`src/rtl/fft_pkg.sv`:
```
// Shared constants, FSM state type and bin-order helper for the FFT bin reader.
package fft_pkg;
  localparam int FFT_N = 8;
  localparam int FFT_W = 9;
  localparam int SEL_W = 3;

  typedef enum logic [1:0] {IDLE, SCAN, DRAIN} state_t;

  function automatic logic [SEL_W-1:0] bitrev3(input logic [SEL_W-1:0] v);
    return {v[0], v[1], v[2]};
  endfunction
endpackage

```
`src/rtl/fft_bin_buf.sv`:
```
// Frame buffer: DEPTH x DW register file, one synchronous write port, one async read port.
// Contents are not reset; every entry is rewritten before it is read in a frame.
module fft_bin_buf
  import fft_pkg::*;
#(
  parameter int DEPTH = FFT_N,
  parameter int DW    = 2 * FFT_W,
  parameter int AW    = SEL_W
) (
  input  logic          clk,
  input  logic          i_we,
  input  logic [AW-1:0] i_waddr,
  input  logic [DW-1:0] i_wdat,
  input  logic [AW-1:0] i_raddr,
  output logic [DW-1:0] o_rdat
);
  logic [DW-1:0] r_mem [DEPTH];

  always_ff @(posedge clk) begin
    if (i_we) r_mem[i_waddr] <= i_wdat;
  end

  assign o_rdat = r_mem[i_raddr];
endmodule

```
`src/rtl/fft_bin_reader.sv`:
```
// Sweeps the FFT core's bin select, buffers all 8 bins, then streams them out on valid/ready.
// With BITREV_EN defined the sweep is bit-reversed; output order stays natural either way.
module fft_bin_reader
  import fft_pkg::*;
#(
  parameter int N          = FFT_N,
  parameter int W          = FFT_W,
  parameter int SAMPLE_LAT = 1
) (
  input  logic             clk,
  input  logic             rst,
  input  logic             start,
  output logic             busy,
  output logic             done,
  output logic [SEL_W-1:0] sel,
  input  logic [W-1:0]     yr,
  input  logic [W-1:0]     yi,
  output logic             out_valid,
  input  logic             out_ready,
  output logic [W-1:0]     out_re,
  output logic [W-1:0]     out_im,
  output logic [SEL_W-1:0] out_idx,
  output logic             out_last
);
  localparam logic [3:0] LAT      = 4'(SAMPLE_LAT);
  localparam logic [3:0] LAST_CNT = 4'(SAMPLE_LAT + 7);

  state_t           r_state;
  logic [SEL_W-1:0] r_k;
  logic [3:0]       r_cnt;
  logic [SEL_W-1:0] r_sel;
  logic [SEL_W-1:0] r_idx;
  logic             r_busy;
  logic             r_done;
  logic             r_vld;
  logic             r_last;

  logic [SEL_W-1:0] w_k_inc;
  logic [SEL_W-1:0] w_cap_pos;
  logic [SEL_W-1:0] w_sel_nxt;
  logic [SEL_W-1:0] w_waddr;
  logic             w_we;
  logic             w_hs;
  logic [2*W-1:0]   w_rdat;

  assign w_k_inc   = r_k + 3'd1;
  // Scan position whose data is arriving now: k delayed by the core's sample latency.
  assign w_cap_pos = 3'(r_cnt - LAT);

`ifdef BITREV_EN
  assign w_sel_nxt = bitrev3(w_k_inc);
  assign w_waddr   = bitrev3(w_cap_pos);
`else
  assign w_sel_nxt = w_k_inc;
  assign w_waddr   = w_cap_pos;
`endif

  assign w_we = (r_state == SCAN) && (r_cnt >= LAT);
  assign w_hs = r_vld && out_ready;

  always_ff @(posedge clk) begin
    if (rst) begin
      r_state <= IDLE;
      r_k     <= '0;
      r_cnt   <= '0;
      r_sel   <= '0;
      r_idx   <= '0;
      r_busy  <= 1'b0;
      r_done  <= 1'b0;
      r_vld   <= 1'b0;
      r_last  <= 1'b0;
    end else begin
      r_done <= 1'b0;
      case (r_state)
        IDLE: begin
          r_sel <= '0;
          if (start) begin
            r_state <= SCAN;
            r_busy  <= 1'b1;
            r_k     <= '0;
            r_cnt   <= '0;
          end
        end
        SCAN: begin
          if (r_k != 3'd7) begin
            r_k   <= w_k_inc;
            r_sel <= w_sel_nxt;
          end
          if (r_cnt == LAST_CNT) begin
            r_state <= DRAIN;
            r_vld   <= 1'b1;
            r_idx   <= '0;
            r_last  <= 1'b0;
          end else begin
            r_cnt <= r_cnt + 4'd1;
          end
        end
        DRAIN: begin
          if (w_hs) begin
            if (r_idx == 3'd7) begin
              r_state <= IDLE;
              r_vld   <= 1'b0;
              r_busy  <= 1'b0;
              r_done  <= 1'b1;
              r_idx   <= '0;
              r_last  <= 1'b0;
              r_sel   <= '0;
            end else begin
              r_idx  <= r_idx + 3'd1;
              r_last <= (r_idx == 3'd6);
            end
          end
        end
        default: r_state <= IDLE;
      endcase
    end
  end

  fft_bin_buf #(.DEPTH(N), .DW(2 * W), .AW(SEL_W)) u_buf (
    .clk     (clk),
    .i_we    (w_we),
    .i_waddr (w_waddr),
    .i_wdat  ({yr, yi}),
    .i_raddr (r_idx),
    .o_rdat  (w_rdat)
  );

  assign busy      = r_busy;
  assign done      = r_done;
  assign sel       = r_sel;
  assign out_valid = r_vld;
  assign out_idx   = r_idx;
  assign out_last  = r_last;
  // Gate the async read so data outputs read zero outside DRAIN (buffer is not reset).
  assign out_re    = r_vld ? w_rdat[2*W-1:W] : '0;
  assign out_im    = r_vld ? w_rdat[W-1:0]   : '0;
endmodule

```
`config.mk`:
```
export PLATFORM = sky130hd
export DESIGN_NAME = fft_bin_reader
export DESIGN_NICKNAME = d
export VERILOG_FILES = /design/src/rtl/fft_pkg.sv /design/src/rtl/fft_bin_buf.sv /design/src/rtl/fft_bin_reader.sv
export SDC_FILE = /design/constraint.sdc
export NUM_CORES = 1
export LEC_CHECK = 0
export ABC_AREA = 1
export CAP_MARGIN = 10
export CORE_ASPECT_RATIO = 0.8
export CORE_MARGIN = 2
export CORE_UTILIZATION = 30
export CTS_CLUSTER_DIAMETER = 50
export DETAILED_ROUTE_END_ITERATION = 8
export PLACE_DENSITY = 0.57
export SLEW_MARGIN = 20
export SYNTH_ARGS = -nofsm -noshare
export SYNTH_HDL_FRONTEND = slang
export SYNTH_SLANG_ARGS = --single-unit
```
`constraint.sdc`:
```
create_clock -name clk -period 5.66 [get_ports clk]
set_input_delay 0.849 -clock clk [delete_from_list [all_inputs] [get_ports clk]]
set_output_delay 0.849 -clock clk [all_outputs]
set_load 0.01 [all_outputs]
```
==> impl_metrics.tcl <==
set metrics [dict create \
    outcome "completed" \
    grt_use_total_pct 12.7 \
    pwr_density_cell_nw_per_um2 305 \
    worstPathRequired_ns 4.81 \
    path_clk_slew_ns 0.08 \
    ir_drop_v 0.000203 \
    drt_pass1_iterations 5 \
    clock_path_buffers 2 \
    synth_enable_flop_cells 144 \
    core_area_sq_um 23300 \
    wirelength_mm 15.0 \
    r2r_setup_slack_ns 3.51 \
    layout-drive-gt1-share_pct 7.80 \
    row_count 50 \
    cp-start-kind "flip-flop" \
    die_y_um 141 \
    yosysTopAreaCellShare_pct 61.3 \
    nets 786 \
    drc 0 \
    drtIter0Drc 434 \
    routed_via_density 4.33 \
    fin_worst_skew_ns 0.0116 \
    synthDistinctLibCells 20 \
    tightestPinTransition_ns 1.03 \
    hold_viol 0 \
    grt_pass1_wl_mm 23.9 \
    syn2layout_area_growth_pct 20.8 \
    antenna_found_initial 1 \
    die_w_um 175 \
    synthArstFlopShare_pct 0 \
    cts_post_setup_buffers_inserted 0 \
    synth_common_cells "236 x nand2_1, 144 x edfxtp_1, 100 x nor2_1" \
    leakage_nw 3.22 \
    yosysSeqAreaShare_pct 67.6 \
    ant_nets 0 \
    maxCapViolations 0 \
    utilization_pct 36.6 \
    num_vias 4685 \
    min_period_over_period_pct 63.7 \
    avgSynthCellArea_sq_um 9.98 \
    root_buffer "clkbuf_16" \
    h-tree-depth 4 \
    portBuffers 49 \
    cts_hold_buffers 0 \
    min_path_type "reg2reg" \
    clock.fmax_mhz 277 \
    synth_top_area_cell "edfxtp_1" \
    io_pins 50 \
    finalSetupTns_ns 0 \
    initial_core_util_pct 30.3 \
    cp_slowest_cell "inv_2" \
    setup_viol 0 \
    maxSlewHeadroom_pct 31.0 \
    routedWlPerCell_um 13.9 \
    hpwl_mm 8.40 \
    numCtsBuffers 17 \
    grt_pass1_vias 4466 \
    clock_sinks 166 \
    grt_max_degree 73 \
    globalplace.congestion 0.744 \
    die_area_sq_um 24800 \
    grt_overflow 0 \
    yosys-top-cells-area "edfxtp_1 61%, nand2_1 13%, dfxtp_1 6.2%" \
    synth_warnings 0 \
    min_period_ns 3.61 \
    rsz0062_at_grt "no" \
    cp_cell_sequence "buf_4, inv_2, o21ai_0, o21ai_0, nor2_1, nor2_1, clkdlybuf4s50_1" \
    slowest_delay_ns 0.57 \
    worstPathArrival_ns 2.76 \
    worstPathMaxFanout 37 \
    netlist_instances 707 \
    synth_ff_type "edfxtp_1" \
    cp-end-kind "output pin" \
    synthesis.area_sq_um 7050 \
    synth.most_common_cell "nand2_1" \
    syn-num-nets 737 \
    crit_type "reg2out" \
    ys_ff_latch 166 \
    cts_resized 0 \
    cts_tree "built" \
    finalMaxSlewViolations 0 \
    clk_latency_ns 0.43 \
]
-- cell families (layout without fill, tap and decap cells) --
logic type / after synthesis / in the layout / synth area share [%]
flops: 166 / 166 / 67.6
simple gates: 391 / 391 / 22.1
other cells: 0 / 1 / 0
fa+ha+maj: 8 / 8 / 1.42
buf+inv: 91 / 153 / 5.30
compound gates: 51 / 51 / 3.67
-- layer usage --
| metal | track usage, % | vias up | part of all wire (%) |
|---|---|---|---|
| met3 | 3.69 | 14 | 5.1 |
| met1 | 16.8 | 2177 | 47 |
| met5 | 0 | - | 0 |
| met2 | 20.0 | 83 | 46 |
| li1 | - | 2411 | - |
| met4 | 4.18 | 0 | 1.2 |
-- power by group --
part / switching, mW / internal (mW) / total (mW)
Clock: 0.550 / 0.600 / 1.15
Combinational: 0.0561 / 0.0412 / 0.0973
Sequential: 0.0108 / 1.34 / 1.35
Total: 0.617 / 1.98 / 2.60
-- worst max-delay path: cells and delay by family (launching register included) --
family | cells | cell delay [ns]
DFF | 1 | 0.30
and+or+nand+nor | 2 | 0.21
AOI/OAI and AO/OA | 2 | 0.38
buffers and inverters | 3 | 1.41
-- final cells by class --
| cell class | count | area [sq um] |
|---|---|---|
| Sequential cell | 166 | 4770 |
| Fill cell | 2272 | 14800 |
| Tap cell | 312 | 390 |
| Antenna cell | 1 | 2.50 |
| Multi-Input combinational cell | 450 | 1940 |
| Timing Repair Buffer | 59 | 578 |
| Clock inverter | 15 | 183 |
| Inverter | 62 | 233 |
| Clock buffer | 17 | 425 |
-- worst paths after layout --
kind              startpoint                 to  cells after the start
setup / recovery   flip-flop          out_im[3]                      7
hold / removal          busy               busy                      2
setup reg to reg    r_cnt[0]  u_buf.r_mem[2][4]                      7
hold reg to reg         busy               busy                      2
-- stage by stage --
step / worst slack (ns) / cells / cell area (sq um) / hold slack (ns) / power, mW
floorplan: 3.44 / 707 / 7050 / 0.459 / 1.42
global placement: 2.52 / 1049 / 7900 / 0.449 / 1.47
detailed placement: 2.47 / 1049 / 7900 / 0.458 / 1.47
CTS: 1.98 / 1081 / 8510 / 0.474 / 2.62
global route: 1.82 / 1081 / 8520 / 0.510 / 2.69
finish: 2.05 / 1082 / 8520 / 0.467 / 2.60
-- cell usage in the layout, fill, tap and decap left out, types with 8 or more instances in the layout --
cell type / count
a21oi_1: 9
buf_4: 9
clkbuf_16: 17
clkdlybuf4s50_1: 49
dfxtp_1: 21
edfxtp_1: 144
ha_1: 8
inv_1: 59
nand2_1: 236
nand3_1: 47
nor2_1: 92
o21ai_0: 36
-- sequential cells by signal, summed over array words and instances, names as in the netlist, named ones only --
name,count
out_idx,3
sel,3
out_last,1
busy,1
r_cnt,4
r_state,2
r_k,3
out_valid,1
u_buf.r_mem,144
done,1
(Power assumes the default switching activity.)
